**config.mk**
```make
export PLATFORM = sky130hd
export DESIGN_NAME = ibfu_iter
export DESIGN_NICKNAME = d
export VERILOG_FILES = /design/src/rtl/ibfu_iter_pkg.sv /design/src/rtl/ibfu_iter_mod_addsub.sv /design/src/rtl/ibfu_iter.sv
export SDC_FILE = /design/constraint.sdc
export NUM_CORES = 1
export LEC_CHECK = 0
export ABC_AREA = 1
export ABC_CLOCK_PERIOD_IN_PS = 5700
export CAP_MARGIN = 15
export CORE_AREA = 2 2 404 246
export DETAILED_ROUTE_END_ITERATION = 7
export DIE_AREA = 0 0 406 248
export PLACE_DENSITY = 0.41
export SETUP_SLACK_MARGIN = 0.2
export SYNTH_ARGS = -nofsm -noshare
export SYNTH_HDL_FRONTEND = slang
export SYNTH_SLANG_ARGS = --single-unit
```
**constraint.sdc**
```tcl
create_clock -name clk -period 5.7 [get_ports clk]
set_input_delay 0.57 -clock clk [delete_from_list [all_inputs] [get_ports clk]]
set_output_delay 0.57 -clock clk [all_outputs]
set_load 0.02 [all_outputs]
```
**src/rtl/ibfu_iter_pkg.sv**
```systemverilog
// Shared width, default modulus, FSM encoding and halving helper for the
// iterative Gentleman-Sande butterfly.
`ifndef Datawidth
`define Datawidth 31
`endif

package ibfu_iter_pkg;

  localparam int W  = `Datawidth + 1;
  localparam int CW = (W > 1) ? $clog2(W) : 1;

  localparam logic [W-1:0] Q_DEFAULT = W'(32'hFFFFFFFB);

  localparam logic [1:0] S_IDLE = 2'd0;
  localparam logic [1:0] S_ADD  = 2'd1;
  localparam logic [1:0] S_MUL  = 2'd2;
  localparam logic [1:0] S_HALF = 2'd3;

  // v * 2^-1 mod q for odd q: odd values borrow one q so the shift is exact.
  function automatic logic [W-1:0] halve_mod(input logic [W-1:0] v,
                                             input logic [W-1:0] q);
    logic [W:0] t;
    t = v[0] ? ({1'b0, v} + {1'b0, q}) : {1'b0, v};
    return W'(t >> 1);
  endfunction

endpackage

```
**src/rtl/ibfu_iter_mod_addsub.sv**
```systemverilog
// Modular add and subtract of two residues; each result needs at most one
// correction by Q, done on a W+1 bit intermediate.
module mod_addsub
  import ibfu_iter_pkg::*;
#(
  parameter logic [W-1:0] Q = Q_DEFAULT
) (
  input  logic [W-1:0] a_i,
  input  logic [W-1:0] b_i,
  output logic [W-1:0] sum_o,
  output logic [W-1:0] diff_o
);

  logic [W:0] sum_w;
  logic [W:0] diff_w;

  always_comb begin
    sum_w  = {1'b0, a_i} + {1'b0, b_i};
    diff_w = {1'b0, a_i} - {1'b0, b_i};
    sum_o  = (sum_w >= {1'b0, Q}) ? W'(sum_w - {1'b0, Q}) : W'(sum_w);
    // diff_w[W] is the borrow out of the subtraction
    diff_o = diff_w[W] ? W'(diff_w + {1'b0, Q}) : W'(diff_w);
  end

endmodule

```
**src/rtl/ibfu_iter.sv**
```systemverilog
// Iterative inverse (Gentleman-Sande) butterfly: xout = x+y, yout = (x-y)*wr,
// mod Q, with the product formed by MSB-first double-and-add over wr.
module ibfu_iter
  import ibfu_iter_pkg::*;
#(
  parameter logic [W-1:0] Q     = Q_DEFAULT,
  parameter int           HALVE = 0
) (
  input  logic              clk,
  input  logic              reset,
  input  logic [`Datawidth:0] xin,
  input  logic [`Datawidth:0] yin,
  input  logic [`Datawidth:0] wr,
  input  logic              en,
  output logic [`Datawidth:0] xout,
  output logic [`Datawidth:0] yout,
  output logic              valid,
  output logic              busy
);

  logic [1:0]    state_q, state_d;
  logic [W-1:0]  x_q, x_d, y_q, y_d, w_q, w_d;
  logic [W-1:0]  s_q, s_d, d_q, d_d, acc_q, acc_d;
  logic [CW-1:0] cnt_q, cnt_d;
  logic [W-1:0]  xout_q, xout_d, yout_q, yout_d;
  logic          valid_q, valid_d;

  logic [W-1:0] ua_a, ua_b, ua_sum, ua_diff;
  logic [W-1:0] ub_sum, unused_diff;
  logic [W-1:0] acc_nx;

  // In ADD the first unit forms x+y / x-y; in MUL it doubles the accumulator.
  assign ua_a = (state_q == S_ADD) ? x_q : acc_q;
  assign ua_b = (state_q == S_ADD) ? y_q : acc_q;

  mod_addsub #(.Q(Q)) u_first (
    .a_i   (ua_a),
    .b_i   (ua_b),
    .sum_o (ua_sum),
    .diff_o(ua_diff)
  );

  mod_addsub #(.Q(Q)) u_step (
    .a_i   (ua_sum),
    .b_i   (d_q),
    .sum_o (ub_sum),
    .diff_o(unused_diff)
  );

  assign acc_nx = w_q[cnt_q] ? ub_sum : ua_sum;

  always_comb begin
    state_d = state_q;
    x_d     = x_q;
    y_d     = y_q;
    w_d     = w_q;
    s_d     = s_q;
    d_d     = d_q;
    acc_d   = acc_q;
    cnt_d   = cnt_q;
    xout_d  = xout_q;
    yout_d  = yout_q;
    valid_d = 1'b0;
    case (state_q)
      S_IDLE: begin
        if (en) begin
          x_d     = xin;
          y_d     = yin;
          w_d     = wr;
          state_d = S_ADD;
        end
      end
      S_ADD: begin
        s_d     = ua_sum;
        d_d     = ua_diff;
        acc_d   = '0;
        cnt_d   = CW'(W - 1);
        state_d = S_MUL;
      end
      S_MUL: begin
        acc_d = acc_nx;
        if (cnt_q == '0) begin
          if (HALVE != 0) begin
            state_d = S_HALF;
          end else begin
            xout_d  = s_q;
            yout_d  = acc_nx;
            valid_d = 1'b1;
            state_d = S_IDLE;
          end
        end else begin
          cnt_d = cnt_q - CW'(1);
        end
      end
      S_HALF: begin
        xout_d  = halve_mod(s_q, Q);
        yout_d  = halve_mod(acc_q, Q);
        valid_d = 1'b1;
        state_d = S_IDLE;
      end
      default: state_d = S_IDLE;
    endcase
  end

  always_ff @(posedge clk) begin
    if (reset) begin
      state_q <= S_IDLE;
      x_q     <= '0;
      y_q     <= '0;
      w_q     <= '0;
      s_q     <= '0;
      d_q     <= '0;
      acc_q   <= '0;
      cnt_q   <= '0;
      xout_q  <= '0;
      yout_q  <= '0;
      valid_q <= 1'b0;
    end else begin
      state_q <= state_d;
      x_q     <= x_d;
      y_q     <= y_d;
      w_q     <= w_d;
      s_q     <= s_d;
      d_q     <= d_d;
      acc_q   <= acc_d;
      cnt_q   <= cnt_d;
      xout_q  <= xout_d;
      yout_q  <= yout_d;
      valid_q <= valid_d;
    end
  end

  assign xout  = xout_q;
  assign yout  = yout_q;
  assign valid = valid_q;
  assign busy  = (state_q != S_IDLE);

endmodule

```
==> flow_summary_export.csv <==
group,metric,value,unit
sta,setup_ws,-1.17,ns
global_routing,grt_max_degree,98,
status,status,"complete, but fails checks",
synth,yosysWarnings,0,
sta,fin_crit,6.87,ns
place,port_buffers,164,
synth,yosysUniqueCellTypes,57,
cells_and_area,utilization,38.3,%
setup_path,crit_path_max_fanout,6,
sta,grt_setup_unrepaired,"yes",
cells_and_area,fillers,10600,
route,drt_iter0_markers,3034,
cells_and_area,num_antenna_cells,0,
clocking,cts_buffer_depth,3,
route,vias,30800,
setup_path,worstSetupPathType,"flip-flop to flip-flop",
route,antenna_left,0,
clocking,holdBufCountCts,0,
clocking,cts_root_buf,"clkbuf_16",
synth,synth-edff-count,0,
sta,fmax,146,MHz
setup_path,cp_slowest_stage_delay,0.33,ns
synth,synth_area,24100,µm²
clocking,cts_sinks,264,
floorplan,die-area,101000,µm²
cells_and_area,final_common_cell,"nand2_1",
setup_path,slowest_stage,"dfxtp_2",
setup_path,cp.arrival,7.34,ns
clocking,htreeDepth,1,
floorplan,ioPinCount,165,
synth,synthFlopType,"dfxtp_1",
floorplan,die_x,406,µm
place,gp_congestion,1.01,
clocking,cts_inserted_buffers,31,
worst_hold_path,hold_path_class,"input pin to flip-flop",
sta,setup_tns,-69.91,ns
cells_and_area,synthToLayoutAreaGrowth,54.7,%
setup_path,crit_path_start_kind,"flip-flop",
global_routing,grt_pass1_vias,28300,
setup_path,crit_top_cell,"buf_4",
global_routing,grt_overflow_total,0,
clocking,clk_pin_slew_worst_paths,0.06,ns
synth,yosys_register_bits,264,
route,dr.pass1.iters,6,
sta,fin_crit_sh,121,%
floorplan,initial_core_util,24.8,%
setup_path,end_kind,"flip-flop",
cells_and_area,final_cell_mix,"nand2_1, buf_4, inv_1",
global_routing,grt_pass1_wl,190,mm
run,max_cap_viol_count,0,
sta,tightest_slew,1.15,ns
global_routing,grtUsageTotal,25.5,%
setup_path,path_buf_inv,32,
sta,relSlewSlack,23.6,%
global_routing,antenna_found_initial,2,
place,place_ws,-2.09,ns
place,dp_cells,6267,
sta,fin_worst_skew,0.0265,ns
route,viasPerCell,4.78,
route,drt-total-wl,132,mm
sta,slew_violations,0,
sta,finalSetupViolCount,64,
synth,ys_seq_area_share,22.0,%
cells_and_area,layoutNonFillerInstCount,6442,
sta,hold_viol_final,0,
synth,syn-num-nets,4496,
floorplan,rows,89,
status,violations,"negative setup slack",
cells_and_area,final_layout_size_suffix_gt1_share,30.7,%
setup_path,cp.required,6.17,ns
route,post_drt_wl_per_cell,20.4,µm
setup_path,path_delay_family,"buffers and inverters",
clocking,cts_tree,"built",
synth,synthCells,4285,
synth,syn_avg_cell_area,5.62,µm²
cells_and_area,num-nets-final,5314,
floorplan,fp.coreArea,97200,µm²
floorplan,die_h,248,µm
place,place_hpwl,108,mm
route,drc,0,
synth,synthArstFlopShare,0,%
clocking,clk_latency,0.66,ns
registers in the layout, summed over array words and instances (netlist names):
register and count:
d_q 32, acc_q 32, s_q 32, xout 32, x_q 32, state_q 2, w_q 32, yout 32
y_q 32, valid 1, cnt_q 5
through the flow:
stage               hold slack, ns  instance area [µm²]
floorplan                    0.447                24400
global placement             0.457                32000
detailed placement           0.457                32000
CTS                          0.206                35500
global route                 0.228                37200
finish                       0.250                37200
logic make-up (layout without fill, tap and decap cells):
kind of cell / Yosys count / after routing / synth area share, %
XOR/XNOR: 110 / 110 / 4.00
AND/OR/NAND/NOR: 2455 / 2456 / 42.8
AO/OA/AOI/OAI: 560 / 560 / 12.6
adder cells (fa/ha/maj): 112 / 112 / 5.92
buffers and inverters: 784 / 1621 / 12.7
flip-flops: 264 / 264 / 22.0
worst reg2reg max path: cells and delay by family, from the launching register on:
family,cells,cell delay (ns)
AO/OA/AOI/OAI,1,0.07
adder cells (fa/ha/maj),2,0.48
buffers and inverters,32,4.05
flip-flops,1,0.33
AND/OR/NAND/NOR,18,1.77
metal layers:
metal	wire (µm)	track usage, %
met4	1240	2.36
met1	69200	41.3
met3	16200	9.30
met2	45000	31.2
met5	0	0
path summary, 6_finish.rpt:
check,start,end,slack [ns],cells after the start
setup reg to reg,state_q[1],acc_q[0],-1.17,53
hold / removal,reset,d_q[1],0.25,2
setup / recovery,state_q[1],acc_q[0],-1.17,53
hold reg to reg,xout[30],xout[30],0.47,2
cell type report:
| type | instances | area, µm² | area share [%] |
|---|---|---|---|
| Sequential cell | 264 | 5290 | 14.2 |
| Timing Repair Buffer | 947 | 8100 | 21.8 |
| Multi-Input combinational cell | 3238 | 18900 | 50.7 |
| Timing Repair inverter | 1 | 8.76 | 0.0235 |
| Tap cell | 1319 | 1650 | 4.43 |
| Clock buffer | 42 | 867 | 2.33 |
| Inverter | 620 | 2350 | 6.31 |
| Clock inverter | 11 | 109 | 0.292 |
synthesized netlist by cell type (3+ instances only):
master	instances	area, µm²
a21o_1	7	52.6
a21oi_1	238	1190
a31oi_1	13	81.3
and2_1	6	37.5
and3_1	3	18.8
buf_1	11	41.3
buf_2	25	125
buf_4	11	82.6
buf_6	7	78.8
clkbuf_1	110	413
dfxtp_1	264	5290
fa_1	3	60.1
ha_1	109	1360
inv_1	599	2250
inv_2	19	71.3
nand2_1	1195	4490
nand2_2	16	100
nand3_1	268	1340
nand3_2	6	60.1
nand3_4	5	87.6
nand3b_1	12	90.1
nand4_1	120	751
nor2_1	727	2730
nor2_2	23	144
nor2_4	4	45.0
nor3_1	39	195
nor3b_1	3	22.5
nor4_1	13	81.3
o211ai_1	20	150
o21ai_0	237	1190
o21ai_1	6	30.0
o21ai_2	3	26.3
o21bai_1	4	30.0
o221ai_1	5	43.8
o311ai_0	4	35.0
o31ai_1	3	22.5
or2_2	9	56.3
xnor2_1	24	210
xor2_1	86	753
what timing repair did:
item | 4_1_cts | 5_1_grt
cloned | 8 | 1
setup endpoints to repair | 64 | 69
buffers inserted | 82 | 31
pin swaps | 116 | 148
gates resized for setup | 458 | 386
Power is left out: the tool's default activity adds up to more than one toggle a clock period on the data nets, which glitch-free logic cannot reach.
